### src/rtl/gps_ser_if.sv
// gps_ser_if: request, GPS-side serial strobes and word handshake of gps_ser_reader
//   start/sel/nbits : transfer request (master -> slave)
//   op/rdReg/rdBit  : strobes to the GPS block; ser : serial data from it
//   word/word_valid/word_last/word_ready : output word handshake
//   busy/done       : transfer status
interface gps_ser_if #(
    parameter int WORD_W = 16,
    parameter int CNT_W  = 8
);
    logic              start;
    logic [2:0]        sel;
    logic [CNT_W-1:0]  nbits;
    logic [15:0]       op;
    logic              rdReg;
    logic              rdBit;
    logic              ser;
    logic [WORD_W-1:0] word;
    logic              word_valid;
    logic              word_ready;
    logic              word_last;
    logic              busy;
    logic              done;
    modport master (
        output start, sel, nbits, ser, word_ready,
        input  op, rdReg, rdBit, word, word_valid, word_last, busy, done
    );
    modport slave (
        input  start, sel, nbits, ser, word_ready,
        output op, rdReg, rdBit, word, word_valid, word_last, busy, done
    );
endinterface

### src/rtl/gps_ser_reader.sv
// gps_ser_reader: reads nbits serial bits from the GPS block and packs them MSB-first into WORD_W words
//   clk, rst : clock, synchronous active-high reset
//   bus      : gps_ser_if slave (request, GPS strobes/serial data, word handshake, busy/done)
module gps_ser_reader #(
    parameter int WORD_W = 16,
    parameter int CNT_W  = 8
) (
    input logic      clk,
    input logic      rst,
    gps_ser_if.slave bus
);
    localparam int AW = $clog2(WORD_W);
    typedef enum logic [1:0] {IDLE, LOAD, SHIFT, DRAIN} state_t;
    state_t            state, state_n;
    logic [2:0]        sel_q;
    logic [CNT_W-1:0]  cnt;
    logic [WORD_W-1:0] acc, acc_n, word_q;
    logic [AW-1:0]     nacc;
    logic              valid_q, last_q;
    logic              accept, last_bit, fin, take;
    assign accept   = valid_q && bus.word_ready;
    assign last_bit = cnt == CNT_W'(1);
    // the bit sampled now closes a word (full or final partial)
    assign fin      = last_bit || nacc == AW'(WORD_W - 1);
    assign acc_n    = {acc[WORD_W-2:0], bus.ser};
    always_comb begin
        state_n = state;
        take    = 1'b0;
        case (state)
            IDLE:  state_n = (bus.start && bus.nbits != '0) ? LOAD : IDLE;
            LOAD:  state_n = SHIFT;
            SHIFT: begin
                // a word-closing bit is only taken when the output register can receive it
                take    = !fin || !valid_q || bus.word_ready;
                state_n = (take && last_bit) ? DRAIN : SHIFT;
            end
            DRAIN: state_n = accept ? IDLE : DRAIN;
            default: state_n = IDLE;
        endcase
    end
    always_ff @(posedge clk) begin
        if (rst) begin
            state   <= IDLE;
            sel_q   <= '0;
            cnt     <= '0;
            acc     <= '0;
            nacc    <= '0;
            word_q  <= '0;
            valid_q <= 1'b0;
            last_q  <= 1'b0;
        end else begin
            state <= state_n;
            if (state == IDLE && state_n == LOAD) begin
                sel_q <= bus.sel;
                cnt   <= bus.nbits;
                acc   <= '0;
                nacc  <= '0;
            end
            if (take) begin
                cnt  <= cnt - CNT_W'(1);
                acc  <= fin ? '0 : acc_n;
                nacc <= fin ? '0 : nacc + AW'(1);
            end
            if (take && fin) begin
                word_q  <= acc_n;
                valid_q <= 1'b1;
                last_q  <= last_bit;
            end else if (accept) begin
                valid_q <= 1'b0;
                last_q  <= 1'b0;
            end
        end
    end
    assign bus.rdReg      = state == LOAD;
    assign bus.op         = bus.rdReg ? {13'b0, sel_q} : 16'b0;
    assign bus.rdBit      = take;
    assign bus.word       = word_q;
    assign bus.word_valid = valid_q;
    assign bus.word_last  = last_q;
    assign bus.busy       = state != IDLE;
    assign bus.done       = state == DRAIN && accept;
endmodule

### src/flat_wrapper.sv
// flat-port wrapper written by rule: the top's interface ports become plain ports
module gps_ser_reader_flat 
#(
    parameter int WORD_W = 16,
    parameter int CNT_W  = 8
)
  (clk, rst, bus_start, bus_sel, bus_nbits, bus_ser, bus_word_ready, bus_op, bus_rdReg, bus_rdBit, bus_word, bus_word_valid, bus_word_last, bus_busy, bus_done);
  gps_ser_if #(.WORD_W(WORD_W), .CNT_W(CNT_W)) bus_i ();
  input logic clk;
  input logic rst;
  input wire logic [$bits(bus_i.start)-1:0] bus_start;
  input wire logic [$bits(bus_i.sel)-1:0] bus_sel;
  input wire logic [$bits(bus_i.nbits)-1:0] bus_nbits;
  input wire logic [$bits(bus_i.ser)-1:0] bus_ser;
  input wire logic [$bits(bus_i.word_ready)-1:0] bus_word_ready;
  output wire logic [$bits(bus_i.op)-1:0] bus_op;
  output wire logic [$bits(bus_i.rdReg)-1:0] bus_rdReg;
  output wire logic [$bits(bus_i.rdBit)-1:0] bus_rdBit;
  output wire logic [$bits(bus_i.word)-1:0] bus_word;
  output wire logic [$bits(bus_i.word_valid)-1:0] bus_word_valid;
  output wire logic [$bits(bus_i.word_last)-1:0] bus_word_last;
  output wire logic [$bits(bus_i.busy)-1:0] bus_busy;
  output wire logic [$bits(bus_i.done)-1:0] bus_done;
  assign bus_i.start = bus_start;
  assign bus_i.sel = bus_sel;
  assign bus_i.nbits = bus_nbits;
  assign bus_i.ser = bus_ser;
  assign bus_i.word_ready = bus_word_ready;
  assign bus_op = bus_i.op;
  assign bus_rdReg = bus_i.rdReg;
  assign bus_rdBit = bus_i.rdBit;
  assign bus_word = bus_i.word;
  assign bus_word_valid = bus_i.word_valid;
  assign bus_word_last = bus_i.word_last;
  assign bus_busy = bus_i.busy;
  assign bus_done = bus_i.done;
  gps_ser_reader #(.WORD_W(WORD_W), .CNT_W(CNT_W)) u_core (.clk(clk), .rst(rst), .bus(bus_i));
endmodule
### config.mk
export PLATFORM = sky130hd
export DESIGN_NAME = gps_ser_reader_flat
export DESIGN_NICKNAME = d
export VERILOG_FILES = /design/src/rtl/gps_ser_if.sv /design/src/rtl/gps_ser_reader.sv /design/src/flat_wrapper.sv
export SDC_FILE = /design/constraint.sdc
export NUM_CORES = 1
export LEC_CHECK = 0
export CORE_AREA = 2 2 64 127
export CTS_CLUSTER_DIAMETER = 120
export CTS_CLUSTER_SIZE = 25
export DETAILED_ROUTE_END_ITERATION = 10
export DIE_AREA = 0 0 66 129
export SYNTH_ARGS = -nofsm -noshare
export SYNTH_HDL_FRONTEND = slang
export SYNTH_SLANG_ARGS = --single-unit
### constraint.sdc
create_clock -name clk -period 6.6 [get_ports clk]
set_clock_uncertainty 0.05 [all_clocks]
set_input_delay 1.98 -clock clk [delete_from_list [all_inputs] [get_ports clk]]
set_output_delay 1.98 -clock clk [all_outputs]
set_load 0.005 [all_outputs]
After elaboration in Yosys (flattened, before gate mapping):

Index checks and enable logic that the tools add are counted.

* multiplexer cells: 17
* equality and inequality tests: 6
* $add $sub $neg: 2
* reduce and logical (&&, ||, !) cells: 16

Operator list (number)
* two-way mux 15 bit: 3
* two-way mux 8 bit: 2
* two-way mux 4 bit: 3
* equality test 8 x 1 -> 1 bit, second input constant: 1
* case mux 2 bit (4 select lines): 1
* nonzero test 8 bit: 1
* subtractor 8 x 1 -> 8 bit, second input constant: 1
* logical AND 1 bit: 6
* two-way mux 1 bit: 6
* nonzero test 2 bit: 3
* adder 4 x 1 -> 4 bit, second input constant: 1
* equality test 2 x 1 -> 1 bit, second input constant: 2
* equality test 2 bit, second input constant: 2
* equality test 4 bit, second input constant: 1
* logical OR 1 bit: 3
* two-way mux 3 bit: 1
* zero test 1 bit: 2
* zero test 2 bit: 1
* two-way mux 2 bit: 1

* flip-flop bits (word level): 50
* word-level logic and storage cells: 49
* output and inout bits: 38
* bits of input ports: 16

Logic depth before layout (Yosys ltp):

Gate-level depths: netlist of run 1.

* word-level depth: 12
* depth in mapped cells: 9
* depth with buffers taken out: 7

Worst setup path after synthesis of run 1:

OpenSTA, ideal clock, no wires.

* path type: input port to output port
* from: input port bus_word_ready
* to: output port bus_rdBit
* path buffers: 1
* cell stages on the path: 3
* arrival: 2632 ps
* required time: 4570 ps
* setup slack: 1938 ps
* path through: nor2b_1 > a21oi_1 > buf_2

* word-level cells in the longest chain between the ends: 2

RTL lines
* from (decl): line flat_wrapper.sv:15 `input wire logic [$bits(bus_i.word_ready)-1:0] bus_word_ready;`
* logical OR 1 bit: line gps_ser_reader.sv:34 `take = !fin || !valid_q || bus.word_ready;`
* two-way mux 1 bit: line gps_ser_reader.sv:29 `case (state)`
* to (decl): line flat_wrapper.sv:18 `output wire logic [$bits(bus_i.rdBit)-1:0] bus_rdBit;`

Every way passes these cells.

Worst setup path after layout of run 1:

Same ends and word-level chain as after synthesis.

==> results of run 1 <==
==> registers in the layout, summed over array words and instances, names as in the netlist <==
name                   flops
u_core.acc                15
u_core.nacc                4
u_core.sel_q               3
u_core.bus.word_valid      1
u_core.bus.word           16
u_core.bus.word_last       1
u_core.cnt                 8
u_core.state               2
==> layout make-up <==
cell class | instances | area (sq um) | share of cell area (%)
clock buffer | 5 | 125 | 4.40
clock inverter | 3 | 47.5 | 1.67
inverter | 9 | 33.8 | 1.19
multi-input combinational | 172 | 1110 | 39.0
sequential | 50 | 1000 | 35.2
tap | 94 | 118 | 4.13
timing repair buffer | 42 | 410 | 14.4
==> per-layer routing <==
metal | vias to the layer above | part of all wire (%) | wire, um
li1 | 909 | - | -
met2 | 37 | 54 | 2620
met3 | 5 | 4.1 | 197
met4 | 0 | 2.6 | 123
met5 | - | 0 | 0
met1 | 879 | 39 | 1880
==> worst min-delay path by stage <==
stage | from | endpoint | slack, ns | cells after the start
floorplan | u_core.cnt[7] | u_core.cnt[7] | 0.39 | 2
global placement | u_core.cnt[7] | u_core.cnt[7] | 0.41 | 2
detailed placement | u_core.bus.word[3] | u_core.bus.word[3] | 0.43 | 2
CTS | u_core.bus.word[10] | u_core.bus.word[10] | 0.45 | 2
global route | u_core.bus.word[15] | u_core.bus.word[15] | 0.47 | 2
finish | u_core.sel_q[0] | u_core.sel_q[0] | 0.44 | 2
==> power by group through the flow <==
stage | Sequential (mW) | Clock, mW | Combinational, mW
final | 0.332 | 0.297 | 0.139
after global routing | 0.335 | 0.320 | 0.154
after CTS | 0.332 | 0.309 | 0.140
after detailed placement | 0.339 | 0 | 0.140
after global placement | 0.338 | 0 | 0.139
after floorplan | 0.335 | 0 | 0.108
==> cell families after synthesis <==
family                     Yosys count
buffers and inverters               36
and+or+nand+nor                     82
muxes                               20
other                                1
DFF                                 50
adders and majority gates            3
AOI/OAI and AO/OA                   54
==> cell usage in the layout (no fill, tap or decap), drive strengths merged, types with 2 or more instances in the layout <==
| cell | instances |
|---|---|
| dfxtp | 50 |
| a31oi | 2 |
| a311o | 2 |
| nand2b | 2 |
| nor2b | 3 |
| nor2 | 47 |
| a21oi | 12 |
| o21ai | 5 |
| ha | 3 |
| clkbuf | 5 |
| inv | 11 |
| nor4 | 4 |
| conb | 13 |
| buf | 3 |
| clkdlybuf4s50 | 39 |
| a211oi | 4 |
| nor3 | 3 |
| nand2 | 8 |
| mux2i | 20 |
| a22oi | 17 |
| a32oi | 4 |
| nor3b | 2 |
| nand3 | 4 |
| and2 | 4 |
==> worst reg2reg max path: cells and delay by family (launching register included) <==
| kind | cells | cell delay, ns |
|---|---|---|
| simple gates | 3 | 1.35 |
| flops | 1 | 0.42 |
| mux | 1 | 0.30 |
| compound gates | 1 | 0.22 |
| fa+ha+maj | 1 | 0.19 |
==> metrics by stage <==
step | cell area (sq um) | cells | hold slack [ns] | power (mW)
2_1_floorplan | 2320 | 258 | 0.393 | 0.443
3_3_place_gp | 2670 | 367 | 0.412 | 0.477
3_5_place_dp | 2670 | 367 | 0.433 | 0.479
4_1_cts | 2850 | 375 | 0.453 | 0.782
5_1_grt | 2850 | 375 | 0.466 | 0.809
6_report | 2850 | 375 | 0.444 | 0.768
==> results.sh, run 1 <==
export IMPL_result_of_the_run="complete, no violations"
export IMPL_grt_pass1_wl_um=8100
export IMPL_source_of_the_critical_timing_path="bus_word_ready"
export IMPL_placement_setup_worst_slack_ns=0.956
export IMPL_synthDominantCellAreaShare_pct=43.9
export IMPL_finish_net_count=299
export IMPL_reg2reg_setup_slack_ns=3.93
export IMPL_arrival_ns=3.61
export IMPL_synth_cells=246
export IMPL_portBuffers=40
export IMPL_deepest_level_of_the_cts_h_tree=2
export IMPL_peak_supply_drop_mv=0.150
export IMPL_synthXorXnorAreaFrac_pct=0
export IMPL_clock_path_buffers=2
export IMPL_grt_usage_pct=12.3
export IMPL_p_clk_share_pct=38.7
export IMPL_critPathBufInv=3
export IMPL_route_detailed_drc=0
export IMPL_mappedNetlistArea_sq_um=2280
export IMPL_clkLatencyLatePin_ns=0.29
export IMPL_post_cts_repair_setup_buffers=0
export IMPL_postCtsHoldBufs=0
export IMPL_floorplan_rows=45
export IMPL_antenna_found_initial=0
export IMPL_timing_critical_path_slowest_stage_cell="clkdlybuf4s50_1"
export IMPL_finalWorstSetupSlack_ns=0.957
export IMPL_synth_compound_gate_area_share_pct=17.9
export IMPL_rsz0062_at_grt="false"
export IMPL_finalMaxSlewViolations=0
export IMPL_final_util_pct=37.7
export IMPL_pwr_share_comb_pct=18.0
export IMPL_number_of_global_route_vias_before_repair=1769
export IMPL_synthesis_to_finish_area_growth_pct=24.8
export IMPL_power_density_nw_per_um2=270
export IMPL_cap_violations=0
export IMPL_groute_layer_met2_usage_pct=22.8
export IMPL_critical_path_cell_count=5
export IMPL_setup_tns_ns=0
export IMPL_synth_most_common_cell="dfxtp_1"
export IMPL_layout_drive_gt1_share_pct=6.41
export IMPL_r2r_path_end="u_core.bus.word[6]"
export IMPL_antenna_left=0
export IMPL_diodes=0
export IMPL_dieHeight_um=129
export IMPL_design_die_area_sq_um=8510
export IMPL_grt_met1_usage_pct=12.4
export IMPL_multiplexer_share_of_the_synthesized_area_pct=8.78
export IMPL_drt_wl_total_um=4820
export IMPL_synth_top_family_by_area="compound AO/OA/AOI/OAI gates"
export IMPL_resize_count_post_cts=0
export IMPL_cts_root_buffer="clkbuf_16"
export IMPL_yosysTopAreaCell="dfxtp_1"
export IMPL_switching_power_uw=213
export IMPL_clkSinkCount=50
export IMPL_drt_pass1_iter_count=4
export IMPL_via_count=1830
export IMPL_leading_post_synthesis_cells_by_instance_count="dfxtp_1, nor2_1, mux2i_1, a22oi_1, buf_4"
export IMPL_core_region_area_sq_um=7540
export IMPL_cp_max_fo=15
export IMPL_tritoncts_num_buffers=5
export IMPL_slew_headroom_pct=24.3
export IMPL_synth_async_sr_flop_share_pct=0
export IMPL_crit_path_end="bus_rdBit"
export IMPL_warnings_synthesis=0
export IMPL_period_minus_slack_ns=5.64
export IMPL_tritoncts="done"
export IMPL_die_width_um=66
export IMPL_critical_path_class="input port to primary output"
export IMPL_slew_at_the_pin_closest_to_its_max_slew_limit_ns=1.13
export IMPL_power_sequential_fraction_pct=43.2
export IMPL_grt_remaining_overflow=0
export IMPL_p_int_uw=555
export IMPL_fillCellCount=807
export IMPL_postSynthRegisterBits=50
export IMPL_clock_fmax_mhz=177
export IMPL_end_kind="primary output"
export IMPL_post_synth_fa_ha_maj_area_fraction_pct=1.65
export IMPL_globalRouteMet3Util_pct=2.36
export IMPL_rr_startpoint="u_core.cnt[0]"
export IMPL_layout_worst_path_cycle_share_pct=85.5
export IMPL_grt_start_max_net_pins=52
export IMPL_leakage_nw=0.999
export IMPL_critical_path_most_common_cell="clkdlybuf4s50_1"
export IMPL_synth_flop_cell="dfxtp_1"
export IMPL_wire_per_inst_um=12.9
export IMPL_clk_pin_slew_worst_paths_ns=0.06
export IMPL_final_setup_violation_count=0
export IMPL_syn_avg_cell_area_sq_um=9.27
export IMPL_ys_top_cells_by_area="dfxtp_1, mux2i_1, nor2_1"
export IMPL_post_synth_num_cell_types=45
export IMPL_dp_hpwl_um=3450
export IMPL_seq_area_frac_synth_pct=43.9
export IMPL_required_ns=4.57
export IMPL_post_synth_and_or_nand_nor_area_fraction_pct=17.9
export IMPL_floorplan_initialDensity_pct=30.2
export IMPL_drt_vias_per_instance=4.88
export IMPL_worstHoldPathType="register to register"
export IMPL_critical_path_max_stage_delay_ns=0.45
export IMPL_power_switching_share_pct=27.7
export IMPL_worstRegToRegCells=6
export IMPL_critical_path_top_delay_family="buffers and inverters"
export IMPL_busiest_layer="met2"
export IMPL_floorplan_io_pins=54
export IMPL_finalWeightedCongestion=0.768
export IMPL_cp_start_kind="input port"
export IMPL_count_of_flip_flops_with_a_built_in_enable_after_synthesis=0
export IMPL_drt_iter0_markers=107
export IMPL_crit_chain="clkdlybuf4s50_1 > nor2b_1 > a21oi_1 > buf_4 > clkdlybuf4s50_1"
export IMPL_finalHoldViolCount=0
No activity file was read; power rests on OpenSTA's default activity.
==> inputs of run 2 (changes only) <==
==> constraint.sdc (replaced) <==
create_clock -name clk -period 5.7 [get_ports clk]
set_clock_uncertainty 0.05 [all_clocks]
set_input_delay 1.71 -clock clk [delete_from_list [all_inputs] [get_ports clk]]
set_output_delay 1.71 -clock clk [all_outputs]
set_load 0.005 [all_outputs]
==> results.sh, run 2 (same netlist as run 1, synthesis figures left out) <==
export IMPL_finish_net_count=299
export IMPL_largest_reg_flops=16
export IMPL_post_layout_nonfiller_instances=374
export IMPL_final_seq_area_sq_um=1000
export IMPL_portBuffers=40
export IMPL_clock_path_buffers=2
export IMPL_grt_start_max_net_pins=52
export IMPL_synthesis_to_finish_area_growth_pct=24.4
export IMPL_route_detailed_drc=0
export IMPL_multi_input_comb_area_sq_um=1110
export IMPL_via_count=1825
export IMPL_design_die_area_sq_um=8510
export IMPL_timing_critical_path_slowest_stage_cell="clkdlybuf4s50_1"
export IMPL_final_setup_violation_count=0
export IMPL_drt_pass1_iter_count=4
export IMPL_deepest_level_of_the_cts_h_tree=2
export IMPL_antenna_left=0
export IMPL_leakage_nw=0.994
export IMPL_power_density_nw_per_um2=310
export IMPL_drt_iter0_markers=71
export IMPL_dp_hpwl_um=3480
export IMPL_cp_max_fo=6
export IMPL_floorplan_io_pins=54
export IMPL_dieHeight_um=129
export IMPL_rsz0062_at_grt="false"
export IMPL_clk_pin_slew_worst_paths_ns=0.07
export IMPL_finalWorstSetupSlack_ns=0.742
export IMPL_tritoncts="done"
export IMPL_slew_at_the_pin_closest_to_its_max_slew_limit_ns=1.15
export IMPL_floorplan_initialDensity_pct=30.2
export IMPL_critical_path_max_stage_delay_ns=0.48
export IMPL_result_of_the_run="complete, no violations"
export IMPL_wire_per_inst_um=13.5
export IMPL_clock_fmax_mhz=202
export IMPL_cts_root_buffer="clkbuf_16"
export IMPL_grt_remaining_overflow=0
export IMPL_top_library_cells_by_usage_in_the_layout_fill_and_taps_aside="dfxtp_1, nor2_1, clkdlybuf4s50_1"
export IMPL_resize_count_post_cts=0
export IMPL_drt_vias_per_instance=4.88
export IMPL_floorplan_rows=45
export IMPL_number_of_global_route_vias_before_repair=1758
export IMPL_grt_usage_pct=12.3
export IMPL_cap_violations=0
export IMPL_post_cts_repair_setup_buffers=0
export IMPL_final_common_cell="dfxtp_1"
export IMPL_arrival_ns=3.20
export IMPL_crit_chain="clkdlybuf4s50_1 > nor2b_1 > a21oi_1 > clkdlybuf4s50_1"
export IMPL_period_minus_slack_ns=4.96
export IMPL_post_place_cells=367
export IMPL_diodes=0
export IMPL_tritoncts_num_buffers=5
export IMPL_antenna_found_initial=0
export IMPL_required_ns=3.94
export IMPL_finalWeightedCongestion=0.766
export IMPL_fillCellCount=806
export IMPL_core_region_area_sq_um=7540
export IMPL_end_kind="primary output"
export IMPL_layout_worst_path_cycle_share_pct=87.0
export IMPL_placement_setup_worst_slack_ns=0.736
export IMPL_clkLatencyLatePin_ns=0.29
export IMPL_finalHoldViolCount=0
export IMPL_layout_drive_gt1_share_pct=6.07
export IMPL_finalMaxSlewViolations=0
export IMPL_critical_path_class="input port to primary output"
export IMPL_drt_wl_total_um=5040
export IMPL_critical_path_most_common_cell="clkdlybuf4s50_1"
export IMPL_clkSinkCount=50
export IMPL_setup_tns_ns=0
export IMPL_grt_pass1_wl_um=8030
export IMPL_postCtsHoldBufs=0
export IMPL_worstHoldPathType="register to register"
export IMPL_peak_supply_drop_mv=0.161
export IMPL_slew_headroom_pct=23.1
export IMPL_die_width_um=66
export IMPL_cp_start_kind="input port"
[run 2: changes by cell type in the layout (fill, tap and decap cells not counted)]
| cell | before | now |
|---|---|---|
| inv_6 | 2 | 0 |
| clkinv_4 | 0 | 1 |
[run 2: area by class of cell]
cell class / instances / share of cell area [%]
multi-input combinational: 172 / 39.1
sequential: 50 / 35.3
timing repair buffer: 42 / 14.5
clock buffer: 5 / 4.41
tap: 94 / 4.15
clock inverter: 2 / 1.37
inverter: 9 / 1.19
[run 2: worst max-delay path: cells and delay by family]
kind / cells / cell delay (ns)
AO/OA/AOI/OAI: 1 / 0.17
buffers and inverters: 2 / 0.92
AND/OR/NAND/NOR: 1 / 0.40
[run 2: worst paths after layout]
kind / startpoint / end / slack (ns) / cells after the start
max: bus_word_ready / bus_rdBit / 0.74 / 4
min: u_core.cnt[7] / u_core.cnt[7] / 0.43 / 2
max reg2reg: u_core.cnt[0] / u_core.bus.word[8] / 2.99 / 6
min reg2reg: u_core.cnt[7] / u_core.cnt[7] / 0.43 / 2
[run 2: where the power goes]
| group | internal [mW] | leakage (nW) | switching (mW) |
|---|---|---|---|
| Combinational | 0.0679 | 0.509 | 0.0952 |
| Clock | 0.205 | 0.0799 | 0.126 |
| Sequential | 0.365 | 0.405 | 0.0203 |
| Total | 0.638 | 0.994 | 0.241 |
[run 2: metal layers]
layer	GRT usage [%]	share of wire, %
met1	12.6	40
met2	23.0	55
met3	2.27	3.5
met4	6.12	2.4
met5	0	0
[run 2: stage by stage]
stage                     instance area, sq um  hold slack (ns)  power, mW  utilization, %
after floorplan                           2320            0.393      0.513               -
after global placement                    2670            0.412      0.553            35.4
after detailed placement                  2670            0.421      0.556            35.4
after CTS                                 2840            0.432      0.894            37.6
after global routing                      2840            0.468      0.923            37.6
final                                     2840            0.429      0.879            37.6
